`config.mk`:
```
export PLATFORM = sky130hd
export DESIGN_NAME = mem_arbiter
export DESIGN_NICKNAME = d
export VERILOG_FILES = /design/src/rtl/mem_arbiter.sv
export SDC_FILE = /design/constraint.sdc
export NUM_CORES = 1
export LEC_CHECK = 0
export CORE_MARGIN = 4
export CORE_UTILIZATION = 35
export CTS_BUF_LIST = sky130_fd_sc_hd__clkbuf_2 sky130_fd_sc_hd__clkbuf_4 sky130_fd_sc_hd__clkbuf_8
export CTS_CLUSTER_SIZE = 16
export DETAILED_ROUTE_END_ITERATION = 8
export PLACE_DENSITY = 0.74
export SYNTH_ARGS = -nofsm -noshare
export SYNTH_HDL_FRONTEND = slang
export SYNTH_SLANG_ARGS = --single-unit
```
`constraint.sdc`:
```
create_clock -name clk -period 3.6 [get_ports clk]
set_input_delay 0.54 -clock clk [delete_from_list [all_inputs] [get_ports clk]]
set_output_delay 0.54 -clock clk [all_outputs]
set_load 0.005 [all_outputs]
```
`src/rtl/mem_arbiter.sv`:
```
// ============================================================================
// Module      : mem_arbiter
// Description : Two-port memory arbiter. A datapath (CPU) port and a loader
//               (DMA) port compete for a single memory. One transaction is in
//               flight at a time; the winner's address/write-enable/write-data
//               are latched at grant and held on the memory bus until the
//               memory answers (mem_ready) or a wait-state timeout expires.
//
//               Optional feature macro: MEM_ARB_RR_EN
//                 defined   -> round-robin between simultaneous requests
//                 undefined -> fixed priority, CPU always wins
//
// Ports
//   clk, rst_n              clock, asynchronous active-low reset
//   cpu_req/we/addr/wdata   CPU request port
//   dma_req/we/addr/wdata   DMA request port
//   cpu_gnt, dma_gnt        one-cycle pulse: request accepted
//   cpu_done, dma_done      one-cycle pulse: access complete
//   rdata, err              read data / timeout flag, valid in the done cycle
//   cpu_stall               combinational stall for the CPU control FSM
//   mem_req, mem_we         memory strobe / write enable
//   mem_addr, mem_wdata     memory address / write data
//   mem_rdata, mem_ready    memory read data / completion
//
// Revision    : 1.0 - initial release
// ============================================================================
`default_nettype none

module mem_arbiter #(
    parameter int AW  = 32,
    parameter int DW  = 32,
    parameter int TMO = 15
) (
    input  logic          clk,
    input  logic          rst_n,
    input  logic          cpu_req,
    input  logic          cpu_we,
    input  logic [AW-1:0] cpu_addr,
    input  logic [DW-1:0] cpu_wdata,
    input  logic          dma_req,
    input  logic          dma_we,
    input  logic [AW-1:0] dma_addr,
    input  logic [DW-1:0] dma_wdata,
    output logic          cpu_gnt,
    output logic          dma_gnt,
    output logic          cpu_done,
    output logic          dma_done,
    output logic [DW-1:0] rdata,
    output logic          err,
    output logic          cpu_stall,
    output logic          mem_req,
    output logic          mem_we,
    output logic [AW-1:0] mem_addr,
    output logic [DW-1:0] mem_wdata,
    input  logic [DW-1:0] mem_rdata,
    input  logic          mem_ready
);

    localparam logic [1:0] IDLE   = 2'd0;
    localparam logic [1:0] BUSY_C = 2'd1;
    localparam logic [1:0] BUSY_D = 2'd2;

    // The abort fires in the BUSY cycle whose increment would make the wait
    // count reach TMO, so the done pulse lands exactly TMO cycles after grant.
    localparam logic [7:0] WAIT_LAST = 8'(TMO - 1);

    logic [1:0]    state;
    logic [7:0]    wait_cnt;
    logic          we_q;
    logic [AW-1:0] addr_q;
    logic [DW-1:0] wdata_q;
    logic          win_cpu;
    logic          win_dma;
    logic          busy;

`ifdef MEM_ARB_RR_EN
    // 1 = DMA owned the most recent grant; reset value favours the CPU first.
    logic last_dma;

    always_ff @(posedge clk or negedge rst_n) begin
        if (!rst_n) begin
            last_dma <= 1'b1;
        end else if (state == IDLE && (cpu_req || dma_req)) begin
            last_dma <= ~win_cpu;
        end
    end

    assign win_cpu = cpu_req & (~dma_req | last_dma);
`else
    assign win_cpu = cpu_req;
`endif
    assign win_dma = dma_req & ~win_cpu;

    assign busy = (state == BUSY_C) || (state == BUSY_D);

    always_ff @(posedge clk or negedge rst_n) begin
        if (!rst_n) begin
            state    <= IDLE;
            wait_cnt <= 8'd0;
            we_q     <= 1'b0;
            addr_q   <= '0;
            wdata_q  <= '0;
            cpu_gnt  <= 1'b0;
            dma_gnt  <= 1'b0;
            cpu_done <= 1'b0;
            dma_done <= 1'b0;
            rdata    <= '0;
            err      <= 1'b0;
        end else begin
            cpu_gnt  <= 1'b0;
            dma_gnt  <= 1'b0;
            cpu_done <= 1'b0;
            dma_done <= 1'b0;
            case (state)
                IDLE: begin
                    // mem_ready is deliberately not looked at here.
                    if (win_cpu) begin
                        state    <= BUSY_C;
                        we_q     <= cpu_we;
                        addr_q   <= cpu_addr;
                        wdata_q  <= cpu_wdata;
                        wait_cnt <= 8'd0;
                        cpu_gnt  <= 1'b1;
                    end else if (win_dma) begin
                        state    <= BUSY_D;
                        we_q     <= dma_we;
                        addr_q   <= dma_addr;
                        wdata_q  <= dma_wdata;
                        wait_cnt <= 8'd0;
                        dma_gnt  <= 1'b1;
                    end
                end
                BUSY_C, BUSY_D: begin
                    // mem_ready wins over a coincident timeout.
                    if (mem_ready) begin
                        state    <= IDLE;
                        cpu_done <= (state == BUSY_C);
                        dma_done <= (state == BUSY_D);
                        rdata    <= we_q ? '0 : mem_rdata;
                        err      <= 1'b0;
                    end else if (wait_cnt == WAIT_LAST) begin
                        state    <= IDLE;
                        cpu_done <= (state == BUSY_C);
                        dma_done <= (state == BUSY_D);
                        rdata    <= '0;
                        err      <= 1'b1;
                    end else begin
                        wait_cnt <= wait_cnt + 8'd1;
                    end
                end
                default: begin
                    state <= IDLE;
                end
            endcase
        end
    end

    assign mem_req   = busy;
    assign mem_we    = we_q;
    assign mem_addr  = addr_q;
    assign mem_wdata = wdata_q;

    // Gated by rst_n so every output reads zero while reset is held.
    assign cpu_stall = rst_n & ~cpu_done &
                       ((cpu_req & (state == IDLE) & ~cpu_gnt) |
                        (state == BUSY_C) |
                        ((state == BUSY_D) & cpu_req));

endmodule

`default_nettype wire

```
==> results.cfg <==
[clock_tree]
h-tree-depth = 3
numCtsBuffers = 9
holdBufCountCts = 0
cts_setup_buffers = 0
cts_buffer_depth = 2
clkLatencyLatePin_ps = 360
clkTransAtPathRegs_ps = 90
ctsResizeCount = 0
cts_tree = done
root_buffer = clkbuf_8
cts_num_sinks = 112

[setup_path]
reg2reg_setup_slack_ps = 1410
start_kind = flop
crit_chain = inv_1, ha_1, a21o_1, a21oi_1, nor3b_1, clkdlybuf4s50_1
slowest_delay_ps = 540
critPathKind = reg -> out
worst-path-max-fanout = 7
rr_endpoint = wait_cnt[1]$_DFFE_PN0P_
critPathLaunch = state[0]$_DFFE_PN0P_
end_kind = output port
rr_worst_depth = 5
critPathArrivalTime_ps = 2180
crit_family = buffers and inverters
cp.required_ps = 3060
r2r_start = state[0]$_DFFE_PN0P_
path_buf_inv = 2
cp_slowest_cell = clkdlybuf4s50_1

[route]
routed_wl_um = 14400
antenna_left = 0
route.detailed.wl_per_inst_um = 16.4
first_pass_iters = 4
vias = 4260
drt_iter0_drc = 165
drc = 0
vias_per_cell = 4.84

[die]
die_y_um = 126
fp.dieW_um = 126
row_count = 43
core-area_um2 = 13800
start_util_pct = 35.5
dieArea_um2 = 16000
ios = 271

[logic_synthesis]
avgSynthCellArea_um2 = 11.2
postSynthNetCount = 611
ys_seq_area_share_pct = 57.1
async_flop_share_pct = 100
ys_ff_latch = 112
synth-main-ff-cell = dfrtp_1
syn-cell-area_um2 = 4910
synth_cells = 439
synth_edf_count = 0
yosysWarnings = 0
ys_types = 37

[finish]
nets = 869
antenna_cells = 0
drive_above_1_share_pct = 4.28
seqCellArea_um2 = 2800
multi_input_area_um2 = 1950
syn_to_final_growth_pct = 61.9
final_cells = 881
fillers = 1176

[pwr]
seqPwrFrac_pct = 39.2
p_switching_uw = 1760
p_leak_uw = 0.00351
p_int_uw = 3590
clockPowerShare_pct = 13.8
sw_frac_of_total_pct = 32.8
p_per_area_nw_per_um2 = 673
peakVddDrop_mv = 0.249
p_comb_share_pct = 46.9

[grt]
overflow = 0
grt_first_pass_wirelength_um = 22900
grt_max_degree = 67
antenna_found_initial = 0
grt_pass1_vias = 4466
grt_usage_pct = 17.8

[sta]
min_period_over_period_pct = 75.6
slew_headroom_pct = 30.2
final-max-slew-violation-count = 0
fin_crit_ps = 2720
grt_setup_unrepaired = no
finalSetupTns_ps = 0
setup_viol = 0
finalHoldViolCount = 0
fmax_mhz = 368
worst_slack_ps = 879
worst_slew_pin_slew_ps = 1050
finClkSkew_ps = 8.15

[placed_design]
dp_slack_ps = 1250
placedCellCount = 866
hpwl_um = 11300
gp_congestion = 0.854
port_buffers = 270

[flow_run]
maxCapViolCount = 0

[worst_hold_path]
holdCritPathClass = in -> async

[status]
status = completed
-- cells by family after synthesis --
kind of cell | count (synthesis) | synth area share [%]
and+or+nand+nor | 97 | 8.77
muxes | 66 | 13.5
AOI/OAI and AO/OA | 121 | 15.9
DFF | 112 | 57.1
buffers and inverters | 38 | 3.47
adders and majority gates | 5 | 1.27
-- cells in the final DEF (no fill, tap or decap), drive strengths merged, types with 4 or more instances in the layout --
cell type	count
clkbuf	12
o21ai	69
and3	5
clkdlybuf4s50	268
buf	8
a31oi	8
nand2b	4
nand2	70
inv	9
a22o	33
ha	5
nand3	6
mux2i	65
dfrtp	112
-- synth_stat cells, types with 2 or more instances --
cell | n | area [µm²]
a21oi_1 | 3 | 15.0
a22o_1 | 33 | 289
a31oi_1 | 8 | 50.1
and2_1 | 2 | 12.5
and3_1 | 5 | 31.3
buf_1 | 6 | 22.5
buf_2 | 3 | 15.0
buf_6 | 3 | 33.8
clkbuf_1 | 16 | 60.1
dfrtp_1 | 112 | 2800
ha_1 | 5 | 62.6
inv_1 | 9 | 33.8
mux2i_1 | 65 | 651
nand2_1 | 69 | 259
nand2b_1 | 4 | 25.0
nand3_1 | 6 | 30.0
nor2_1 | 3 | 11.3
o21ai_0 | 67 | 335
o31a_1 | 2 | 17.5
-- how the worst max path moves through the flow --
stage	end	depth (start not counted)
2_1_floorplan	cpu_stall	5
3_3_place_gp	cpu_stall	6
3_5_place_dp	cpu_stall	6
4_1_cts	cpu_stall	6
5_1_grt	cpu_stall	6
6_report	cpu_stall	6
-- power groups by stage --
stage	clock, µW	sequential, µW	combinational [µW]
2_1_floorplan	0	2140	971
3_3_place_gp	0	2100	2490
3_5_place_dp	0	2130	2550
4_1_cts	772	2100	2560
5_1_grt	823	2180	2750
6_report	740	2100	2510
-- registers in the layout, indices dropped and copies added (netlist names), 2 cells and up --
signal / cells
state: 2
mem_addr: 32
mem_wdata: 32
wait_cnt: 8
rdata: 32
-- through the flow --
stage               util [%]  cell area [µm²]  hold WS (ps)  power [µW]
global route            57.5             7950           369        5750
global placement        56.1             7750           460        4590
CTS                     57.5             7950           326        5440
finish                  57.5             7950           314        5350
detailed placement      56.1             7750           469        4670
floorplan                  -             4910           244        3110
-- layout make-up --
cell class / count / area share [%]
clock buffer: 12 / 1.92
clock inverter: 3 / 0.535
inverter: 9 / 0.425
multi-input combinational: 289 / 24.5
sequential: 112 / 35.3
tap: 180 / 2.83
timing repair buffer: 276 / 34.5
-- per-layer routing --
layer | share of wire, % | up-vias | GRT usage [%]
li1 | - | 2062 | -
met1 | 39 | 1964 | 20.5
met2 | 50 | 214 | 31.4
met3 | 9.5 | 20 | 5.98
met4 | 1.5 | 0 | 5.55
met5 | 0 | - | 0
Note: power is estimated with default switching activity, not from simulation.
